===== config.mk =====
export PLATFORM = sky130hd
export DESIGN_NAME = sw_p_flat
export DESIGN_NICKNAME = d
export VERILOG_FILES = /design/src/rtl/sw_p_if.sv /design/src/rtl/sw_p.sv /design/src/flat_wrapper.sv
export SDC_FILE = /design/constraint.sdc
export NUM_CORES = 1
export LEC_CHECK = 0
export BUFFER_PORTS_ARGS = -buffer_cell sky130_fd_sc_hd__buf_2
export CAP_MARGIN = 5
export CORE_ASPECT_RATIO = 0.8
export CORE_MARGIN = 2
export CORE_UTILIZATION = 25
export CTS_BUF_LIST = sky130_fd_sc_hd__clkbuf_8
export DETAILED_ROUTE_END_ITERATION = 8
export PLACE_DENSITY_LB_ADDON = 0.2
export RECOVER_POWER = 100
export SYNTH_ARGS = -nofsm -noshare
export SYNTH_HDL_FRONTEND = slang
export SYNTH_SLANG_ARGS = --single-unit

===== constraint.sdc =====
create_clock -name clk -period 2.85 [get_ports clk]
set_input_delay 0.285 -clock clk [delete_from_list [all_inputs] [get_ports clk]]
set_output_delay 0.285 -clock clk [all_outputs]
set_load 0.01 [all_outputs]

===== src/rtl/sw_p_if.sv =====
// CPU register-port bundle for the switch/button peripheral.
// The CPU side drives the master modport; the peripheral sits on the slave modport.
interface sw_p_if;
  logic        wea;
  logic [3:0]  addra;
  logic [31:0] dina;
  logic [31:0] douta;

  modport master (output wea, addra, dina, input douta);
  modport slave  (input wea, addra, dina, output douta);
endinterface


===== src/rtl/sw_p.sv =====
// Slide-switch / push-button peripheral: synchronise, debounce on a slow sample tick,
// detect button presses and expose state, sticky press latch and press counter to a CPU.
module sw_p #(
  parameter int DEBOUNCE_CYCLES = 100000
) (
  input  logic        clk,
  input  logic        rst,
  sw_p_if.slave       bus,
  input  logic [15:0] sw,
  input  logic [4:0]  btn
);

  localparam int CW = (DEBOUNCE_CYCLES > 2) ? $clog2(DEBOUNCE_CYCLES) : 1;
  localparam logic [CW-1:0] TICK_LAST = CW'(DEBOUNCE_CYCLES - 1);

  logic [20:0]   meta_q, sync_q;
  logic [20:0]   h0_q, h1_q, h2_q;
  logic [20:0]   h0_d, h1_d, h2_d;
  logic [20:0]   deb_q, deb_d;
  logic [CW-1:0] tick_q, tick_d;
  logic [4:0]    latch_q, latch_d;
  logic [31:0]   cnt_q, cnt_d;
  logic          en_q, en_d;
  logic [31:0]   douta_q, douta_d;

  logic          tick;
  logic [20:0]   stable, upd;
  logic [4:0]    press;
  logic          wr_latch, wr_cnt, wr_en;

  assign tick   = (tick_q == TICK_LAST);
  assign tick_d = tick ? '0 : tick_q + CW'(1);

  always_comb begin
    h0_d = h0_q;
    h1_d = h1_q;
    h2_d = h2_q;
    if (tick) begin
      h0_d = sync_q;
      h1_d = h0_q;
      h2_d = h1_q;
    end
  end

  // A bit flips only once its whole sample history agrees on the opposite value.
  assign stable = ~(h0_q ^ h1_q) & ~(h1_q ^ h2_q);
  assign upd    = stable & (h0_q ^ deb_q);
  assign deb_d  = deb_q ^ upd;
  assign press  = upd[20:16] & h0_q[20:16];

  assign wr_latch = bus.wea && (bus.addra == 4'd2);
  assign wr_cnt   = bus.wea && (bus.addra == 4'd3);
  assign wr_en    = bus.wea && (bus.addra == 4'd4);

  // Set is applied after the W1C clear so a coincident press survives.
  always_comb begin
    latch_d = latch_q;
    if (wr_latch) latch_d = latch_d & ~bus.dina[4:0];
    if (en_q)     latch_d = latch_d | press;
  end

  always_comb begin
    cnt_d = cnt_q;
    if (wr_cnt)                 cnt_d = bus.dina;
    else if (en_q && (|press))  cnt_d = cnt_q + 32'd1;
  end

  assign en_d = wr_en ? bus.dina[0] : en_q;

  always_comb begin
    douta_d = '0;
    case (bus.addra)
      4'd0:    douta_d = {16'b0, deb_q[15:0]};
      4'd1:    douta_d = {27'b0, deb_q[20:16]};
      4'd2:    douta_d = {27'b0, latch_q};
      4'd3:    douta_d = cnt_q;
      4'd4:    douta_d = {31'b0, en_q};
      default: douta_d = '0;
    endcase
  end

  always_ff @(posedge clk or negedge rst) begin
    if (!rst) begin
      meta_q  <= '0;
      sync_q  <= '0;
      h0_q    <= '0;
      h1_q    <= '0;
      h2_q    <= '0;
      deb_q   <= '0;
      tick_q  <= '0;
      latch_q <= '0;
      cnt_q   <= '0;
      en_q    <= 1'b1;
      douta_q <= '0;
    end else begin
      meta_q  <= {btn, sw};
      sync_q  <= meta_q;
      h0_q    <= h0_d;
      h1_q    <= h1_d;
      h2_q    <= h2_d;
      deb_q   <= deb_d;
      tick_q  <= tick_d;
      latch_q <= latch_d;
      cnt_q   <= cnt_d;
      en_q    <= en_d;
      douta_q <= douta_d;
    end
  end

  assign bus.douta = douta_q;

endmodule


===== src/flat_wrapper.sv =====
// flat-port wrapper written by rule: the top's interface ports become plain ports
module sw_p_flat 
#(
  parameter int DEBOUNCE_CYCLES = 100000
)
  (clk, rst, sw, btn, bus_wea, bus_addra, bus_dina, bus_douta);
  sw_p_if bus_i ();
  input  logic clk;
  input  logic rst;
  input  logic [15:0] sw;
  input  logic [4:0] btn;
  input wire logic [$bits(bus_i.wea)-1:0] bus_wea;
  input wire logic [$bits(bus_i.addra)-1:0] bus_addra;
  input wire logic [$bits(bus_i.dina)-1:0] bus_dina;
  output wire logic [$bits(bus_i.douta)-1:0] bus_douta;
  assign bus_i.wea = bus_wea;
  assign bus_i.addra = bus_addra;
  assign bus_i.dina = bus_dina;
  assign bus_douta = bus_i.douta;
  sw_p #(.DEBOUNCE_CYCLES(DEBOUNCE_CYCLES)) u_core (.clk(clk), .rst(rst), .bus(bus_i), .sw(sw), .btn(btn));
endmodule

Word level (Yosys, flattened, before mapping)

Cells that the tools add are included.
W data, S select, Z words.

Add/sub/neg operators: 2
Equal/unequal tests: 5
Muxes and demuxes: 6
Bitwise gates (word level): 12
Reductions and logical operators: 7

Operators by type and width:

| kind                    | number |
|---|---|
| $pmux W32 S5            | 1 |
| $xor A21 B21 Y21        | 4 |
| $mux W32                | 2 |
| $and A21 B21 Y21        | 2 |
| $not A21 Y21            | 2 |
| $add A32 B1 Y32 const B | 1 |
| $add A17 B1 Y17 const B | 1 |
| $eq A17 B17 Y1 const B  | 1 |
| $mux W17                | 1 |
| $and A5 B5 Y5           | 2 |
| $mux W5                 | 2 |
| $eq A4 B2 Y1 const B    | 2 |
| $not A5 Y5              | 1 |
| $or A5 B5 Y5            | 1 |
| $reduce_or A5 Y1        | 1 |
| $eq A4 B1 Y1 const B    | 1 |
| $eq A4 B3 Y1 const B    | 1 |
| $logic_and A1 B1 Y1     | 4 |
| $logic_not A4 Y1        | 1 |
| $reduce_bool A2 Y1      | 1 |

Register bits: 213
Input bits: 60

Logic depth before layout (Yosys ltp)

Gate-level depths: netlist of run 1.

Word-level depth: 9
Depth in mapped cells: 8
Gate-level depth less buffers: 6

Worst setup path before layout of run 1

No wires, ideal clock.

Path kind: flip-flop to flip-flop
From: register u_core.h2_q[18]
To: register u_core.cnt_q[26]
Arrival: 1827 ps
Required time: 2718 ps
Slack: 891 ps
Stages on the path, launching flop included: 8
Path buffers: 2
Clock period less this slack: 1959 ps
Cells stage by stage: dfrtp_1 and4b_1 or4_1 buf_4 buf_2 o2111ai_1 xor2_1 o21ai_1

Word-level cells in the longest chain between the ends: 8

RTL lines:

| item                         | line        | text |
|---|---|---|
| from (decl)                  | sw_p.sv:17  | `logic [20:0] h0_q, h1_q, h2_q;` |
| from (signal assigned)       | sw_p.sv:88  | `h2_q <= '0;` |
| from (signal assigned)       | sw_p.sv:100 | `h2_q <= h2_d;` |
| $xor A21 B21 Y21             | sw_p.sv:46  | `assign stable = ~(h0_q ^ h1_q) & ~(h1_q ^ h2_q);` |
| $not A21 Y21                 | sw_p.sv:46  |  |
| $and A21 B21 Y21             | sw_p.sv:46  |  |
| $and A21 B21 Y21             | sw_p.sv:47  | `assign upd = stable & (h0_q ^ deb_q);` |
| $and A5 B5 Y5                | sw_p.sv:49  | `assign press = upd[20:16] & h0_q[20:16];` |
| $reduce_or A5 Y1             | sw_p.sv:65  | `else if (en_q && (\|press)) cnt_d = cnt_q + 32'd1;` |
| $logic_and A1 B1 Y1          | sw_p.sv:65  |  |
| $reduce_bool A2 Y1 (no line) | -           |  |
| to (signal assigned)         | sw_p.sv:104 | `cnt_q <= cnt_d;` |
| to (decl)                    | sw_p.sv:22  | `logic [31:0] cnt_q, cnt_d;` |

No other way between the ends.
A chain may end at the register's enable or synchronous reset.

Worst setup path after layout of run 1

From: register u_core.tick_q[12]
To: register u_core.h1_q[14]

Word-level cells in the longest chain between the ends: 1

RTL lines:

| item                   | line        | text |
|---|---|---|
| from (decl)            | sw_p.sv:20  | `logic [CW-1:0] tick_q, tick_d;` |
| from (signal assigned) | sw_p.sv:102 | `tick_q <= tick_d;` |
| $eq A17 B17 Y1         | sw_p.sv:31  | `assign tick = (tick_q == TICK_LAST);` |
| to (signal assigned)   | sw_p.sv:87  | `h1_q <= '0;` |
| to (signal assigned)   | sw_p.sv:99  | `h1_q <= h1_d;` |
| to (decl)              | sw_p.sv:17  |  |

No other way between the ends.

==> results of run 1 <==
==> flip-flops by register name (all words and copies together) (netlist names), named ones only <==
name / count
u_core.cnt_q: 32
u_core.h1_q: 21
u_core.h2_q: 21
u_core.sync_q: 21
u_core.bus.douta: 32
u_core.h0_q: 21
u_core.latch_q: 5
u_core.en_q: 1
u_core.meta_q: 21
u_core.tick_q: 17
==> through the flow <==
step                util [%]  hold WS [ps]  cells  power (mW)
finish                  31.9          33.9   1304        6.73
global route            31.9          2.61   1303        7.12
CTS                     32.1         0.612   1301        6.91
detailed placement      28.4           334   1188        3.79
global placement        28.4           334   1188        3.79
floorplan                  -         -10.6    678        3.54
==> report_power, final <==
| group | switching, mW | leakage (nW) | internal, mW |
|---|---|---|---|
| combinational | 0.227 | 1.47 | 0.192 |
| clock | 1.28 | 0.455 | 1.68 |
| sequential | 0.169 | 2.77 | 3.17 |
| total | 1.68 | 4.69 | 5.05 |
==> area by class of cell <==
class                           instances  area (um^2)  area share, %
Timing Repair Buffer                  149          998           9.37
Antenna cell                            3         7.51         0.0704
Clock buffer                           51          702           6.59
Sequential cell                       213         5330           50.0
Multi-Input combinational cell        414         2890           27.1
Inverter                               23         86.3          0.810
Clock inverter                         17         98.8          0.927
Tap cell                              434          543           5.09
==> path summary, 6_finish.rpt <==
kind / endpoint
max in group asynchronous: u_core.cnt_q[21]
worst max-delay path: u_core.h1_q[14]
worst min-delay path: u_core.cnt_q[15]
worst max register to register: u_core.h1_q[14]
worst min register to register: u_core.sync_q[6]
min in group asynchronous: u_core.sync_q[11]
==> kinds of logic (layout without fill, tap and decap cells) <==
logic type      count (synthesis)  in the layout  share of synthesized area, %
compound gates                150            150                          11.1
simple gates                  160            160                          10.2
buf+inv                        51            240                          2.58
other cells                     0              3                             0
mux                            69             69                          9.14
xor+xnor                       33             33                          3.43
flops                         213            213                          63.2
fa+ha+maj                       2              2                         0.297
==> critical path: stages, from the launching register on <==
cell	delay, ps
dfrtp_1	420
nor4b_1	370
nand4_1	130
nor4_1	170
and3_1	550
buf_4	340
mux2_2	360
==> metal layers <==
metal / vias to the layer above / share of wire, % / track usage, %
met5: - / 0 / 0
met4: 0 / 2.2 / 4.04
met3: 42 / 5.4 / 3.25
met2: 94 / 44 / 17.2
met1: 2769 / 49 / 16.3
li1: 2757 / - / -
==> layout by cell type (no fill, tap or decap), drive strengths merged, types with 2 or more instances in the layout <==
| cell | count |
|---|---|
| clkinv | 4 |
| a221o | 4 |
| and2 | 19 |
| mux2 | 64 |
| nor2 | 34 |
| a21oi | 24 |
| nor4b | 2 |
| mux2i | 5 |
| nand3 | 10 |
| a22o | 16 |
| nand4 | 8 |
| nor3 | 5 |
| inv | 34 |
| dfrtp | 212 |
| and4 | 5 |
| diode | 3 |
| or4 | 7 |
| ha | 2 |
| and4b | 4 |
| o211ai | 7 |
| xor2 | 24 |
| nor4 | 4 |
| clkbuf | 90 |
| o2111ai | 8 |
| buf | 65 |
| o21ai | 70 |
| and3 | 9 |
| dlygate4sd3 | 45 |
| o31ai | 6 |
| nor2b | 2 |
| nand2 | 41 |
| xnor2 | 9 |
| a22oi | 2 |
| a31oi | 13 |
| or3 | 8 |
==> results.cfg, run 1 <==
[outcome]
status = finished with violations
failed_checks = capacitance limit, slew limit

[logic_synthesis]
postSynthAreaPerCell_um2 = 12.4
synth_top_cell_area_share_pct = 62.9
synth_cell_type_count = 44
synth.yosys.seq_area_share_pct = 63.2
yosysMostFrequentCell = dfrtp_1
primary_flip_flop_cell_chosen_by_synthesis_mapping = dfrtp_1
postSynthCellCount = 678
synth_edf_count = 0
synth_async_sr_flop_share_pct = 100
synth.net_count = 740
synth_area_leader_cell = dfrtp_1
synth.cell_area_um2 = 8430
ys_top_cells_by_count = dfrtp_1 (212), mux2_2 (64), o21ai_0 (59), nand2_1 (41), nor2_1 (34)
synthesized_flop_and_latch_total = 213
ys_warn_count = 0
synth_area_leaders = dfrtp_1 (63%), mux2_2 (8.5%), o21ai_0 (3.5%)

[routing]
routed-via-count = 5662
post-route-drc-count = 0
finalWirelength_um = 19600
drt.antenna.violating_nets = 0
via_density_per_instance = 4.34
average_wire_length_per_cell_after_detail_routing_um = 15.0
drt_first_iter_violations = 250
drt_pre_antenna_iters = 4

[cells_and_area]
fillCellCount = 3418
layout-area-overhead-vs-synth_pct = 26.5
finish.net_count = 901
final_layout_size_suffix_gt1_share_pct = 22.4
design_area_um2 = 10700

[worst_setup_path]
timing.critical_path.fanout_max = 14
setup.worst_path.start_class = register
path_class = register to register
setup.reg_to_reg.worst_slack_ps = 380
worstRegToRegCells = 6
regToRegStartpoint = u_core.tick_q[12]
setup.worst_path.start = u_core.tick_q[12]
worst_ep_required_time_ps = 3270
endpoint_kind = register
arrival_ps = 2890

[power_and_ir_drop]
power.static_leakage_nw = 4.69
vdd.ir_drop.worst_uv = 311
power.density_nw_per_um2 = 631

[clock_network]
clk_path_buf_depth = 3
cts_tree = done
postCtsSetupRepairBufs = 0
tritoncts_num_sinks = 213
htree_num_levels = 2
hold_buffers = 45
clk_latency_ps = 540
cts_root_buffer = clkbuf_8
cts_resized = 0
clock_transition_time_at_the_flip_flop_clock_pins_of_the_worst_setup_and_hold_paths_ps = 70
cts_made_buffers = 38

[grt]
grt_first_pass_wirelength_um = 32500
grt_max_degree = 80
grt_remaining_overflow = 0
first_global_vias = 5862
antenna_violations_before_repair = 3
track_usage_pct = 11.6

[place]
place_congestion = 0.722
placement.io_buffers = 91
half_perimeter_wire_length_after_detailed_placement_um = 13000
dp_slack_ps = 495
placed_cell_area_um2 = 9470

[min_path]
min_path_type = input pin to register
worst_hold_path_stage_count = 3
launch_instance_of_the_worst_min_delay_path = bus_dina[15]

[floorplan]
floorplan.initialDensity_pct = 25.2
boundaryPins = 92
fp-row-count = 60
die-width_um = 209
die_span_in_y_um = 168
floorplan.die_area_um2 = 35200
design.core.area_um2 = 33400

[sta]
setup_slack_ps = 379
fmaxAchievable_mhz = 405
fin_crit_ps = 2470
report.final.slew_viol_count = 112
worst-slew-pin-transition_ps = 2100
rsz0062_at_grt = no
hold_violations = 0
period_share_pct = 86.7
worst_slew_slack_as_a_fraction_of_its_limit_pct = -39.9
setup_violators_final = 0
worst_clock_skew_ps = 13.4
final.setup.tns_ps = 0

[run]
drv.max_cap_violation_count = 2
No activity file was read; power rests on OpenSTA's default activity.
==> inputs of run 2 (changes only) <==
--- a/config.mk
+++ b/config.mk
@@ -7,7 +7,7 @@
 export LEC_CHECK = 0
 export BUFFER_PORTS_ARGS = -buffer_cell sky130_fd_sc_hd__buf_2
 export CAP_MARGIN = 5
-export CORE_ASPECT_RATIO = 0.8
+export CORE_ASPECT_RATIO = 0.6
 export CORE_MARGIN = 2
 export CORE_UTILIZATION = 25
 export CTS_BUF_LIST = sky130_fd_sc_hd__clkbuf_8
@@ -17,3 +17,4 @@
 export SYNTH_ARGS = -nofsm -noshare
 export SYNTH_HDL_FRONTEND = slang
 export SYNTH_SLANG_ARGS = --single-unit
+export TNS_END_PERCENT = 100
==> run 2 against run 1 <==
Register-to-register slack lost 30 ps. Sequential power is essentially flat. Power shrank 6.7%. First-iteration DRC count grew 37%. Clock skew grew 8.4 ps. The run still ends with capacitance limit, slew limit left. Final area shrank 2.1%. Largest power group unchanged. Wire length grew 0.22%. Via count shrank 1.5%. Global-route usage shrank 0.067 points.
==> results.cfg, run 2 (synthesis results as in run 1) <==
[floorplan]
floorplan.die_area_um2 = 35300
die-width_um = 241
design.core.area_um2 = 33400
floorplan.initialDensity_pct = 25.2
fp-row-count = 52
die_span_in_y_um = 146
boundaryPins = 92

[cells_and_area]
n_antenna_cell = 0
final_layout_size_suffix_gt1_share_pct = 22.4
layout-area-overhead-vs-synth_pct = 23.8
final_core_utilization_pct = 31.2
finish.net_count = 891
final_common_cell = dfrtp_1
layout.cells.most_common_list = dfrtp_1 (212), mux2_2 (64), o21ai_0 (62), buf_2 (58)

[worst_setup_path]
worstRegToRegCells = 6
crit_slowest_cell = clkbuf_2
worstSetupEndpoint = u_core.h2_q[14]
regToRegStartpoint = u_core.tick_q[12]
critPathTopFamily = simple AND/OR/NAND/NOR gates
path_class = register to register
setup.reg_to_reg.worst_slack_ps = 340
endpoint_kind = register
critPathBufInv = 1
worst_ep_required_time_ps = 3260
critical_path_cell_count = 6
timing.critical_path.cells = nor4b_1 -> nand4_1 -> nor4_1 -> and3_2 -> clkbuf_2 -> mux2_2
setup.worst_path.start = u_core.tick_q[12]
timing.critical_path.fanout_max = 26
arrival_ps = 2910
worstReg2RegEnd = u_core.h2_q[14]
setup.worst_path.start_class = register
timing.critical_path.slowest_cell_delay_ps = 540

[sta]
worst_slew_slack_as_a_fraction_of_its_limit_pct = -38.4
rsz0062_at_grt = no
report.final.slew_viol_count = 111
fmaxAchievable_mhz = 399
fin_crit_ps = 2510
setup_violators_final = 0
final.setup.tns_ps = 0
hold_slack_ps = 45.6
worst-slew-pin-transition_ps = 2080
worst_clock_skew_ps = 21.8
hold_violations = 0
period_share_pct = 87.9

[grt]
grt_first_pass_wirelength_um = 32200
antenna_violations_before_repair = 1
track_usage_pct = 11.6
first_global_vias = 5658
grt_max_degree = 80
grt_remaining_overflow = 0

[power_and_ir_drop]
power.share.clock_pct = 40.1
power.density_nw_per_um2 = 602
reported_net_switching_power_mw = 1.61
vdd.ir_drop.worst_uv = 299
part_of_the_total_power_dissipated_in_sequential_elements_pct = 53.1
power.share.combinational_pct = 6.8
power.static_leakage_nw = 4.58
cell_internal_pwr_mw = 4.67
p_sw_share_pct = 25.7

[clock_network]
cts_made_buffers = 35
hold_buffers = 35
clk_path_buf_depth = 3
cts_tree = done
postCtsSetupRepairBufs = 0
tritoncts_num_sinks = 213
cts_resized = 0
clock_transition_time_at_the_flip_flop_clock_pins_of_the_worst_setup_and_hold_paths_ps = 60
cts_root_buffer = clkbuf_8
clk_latency_ps = 530
htree_num_levels = 2

[routing]
drt_first_iter_violations = 343
drt_pre_antenna_iters = 4
via_density_per_instance = 4.27
finalWirelength_um = 19600
drt.antenna.violating_nets = 0
average_wire_length_per_cell_after_detail_routing_um = 15.0
routed-via-count = 5576
post-route-drc-count = 0

[outcome]
failed_checks = capacitance limit, slew limit
status = finished with violations

[place]
half_perimeter_wire_length_after_detailed_placement_um = 13100
place_congestion = 0.734
placement.io_buffers = 91

[run]
drv.max_cap_violation_count = 2

[min_path]
min_path_type = input pin to register
run 2: worst min-delay path by stage:
stage | slack, ps | from | cells past startpoint | end
5_1_grt | 20 | bus_dina[29] | 3 | u_core.cnt_q[29]
2_1_floorplan | -10 | rst | 0 | async pin
4_1_cts | 20 | bus_dina[29] | 3 | u_core.cnt_q[29]
3_5_place_dp | 330 | u_core.meta_q[3] | 0 | u_core.sync_q[3]
6_report | 50 | bus_dina[29] | 3 | u_core.cnt_q[29]
3_3_place_gp | 330 | u_core.meta_q[9] | 0 | u_core.sync_q[9]
run 2: cell type report:
| class | count | area, um^2 |
|---|---|---|
| fill | 3489 | 23000 |
| multi-input combinational | 414 | 2880 |
| clock buffer | 41 | 564 |
| sequential | 213 | 5330 |
| clock inverter | 15 | 76.3 |
| inverter | 23 | 86.3 |
| tap | 459 | 574 |
| timing repair buffer | 142 | 918 |
run 2: worst register-to-register path, stage by stage, from the launching register on:
cell,delay [ps]
dfrtp_1,420
nor4b_1,460
nand4_1,140
nor4_1,160
and3_2,250
clkbuf_2,540
mux2_2,420
run 2: power groups by stage:
stage / logic, mW / clock network, mW / registers, mW
2_1_floorplan: 0.209 / 0 / 3.33
3_3_place_gp: 0.408 / 0 / 3.39
3_5_place_dp: 0.411 / 0 / 3.39
4_1_cts: 0.452 / 2.65 / 3.33
5_1_grt: 0.492 / 2.80 / 3.36
6_report: 0.429 / 2.52 / 3.34
run 2: metal layers:
metal  vias up  global-route usage [%]  wire length [um]
met5         -                       0                 0
met2       108                    15.5              7710
li1       2715                       -                 -
met4         0                    2.31               182
met3        24                    3.31              1150
met1      2729                    18.2             10600
run 2: through the flow:
stage               std cells  total power [mW]  cell area [um^2]  setup WS (ps)
floorplan                 678              3.54              8430            891
global placement         1216              3.80              9530            572
detailed placement       1216              3.80              9530            580
CTS                      1307              6.44             10500            560
global route             1307              6.65             10400            190
finish                   1307              6.28             10400            345
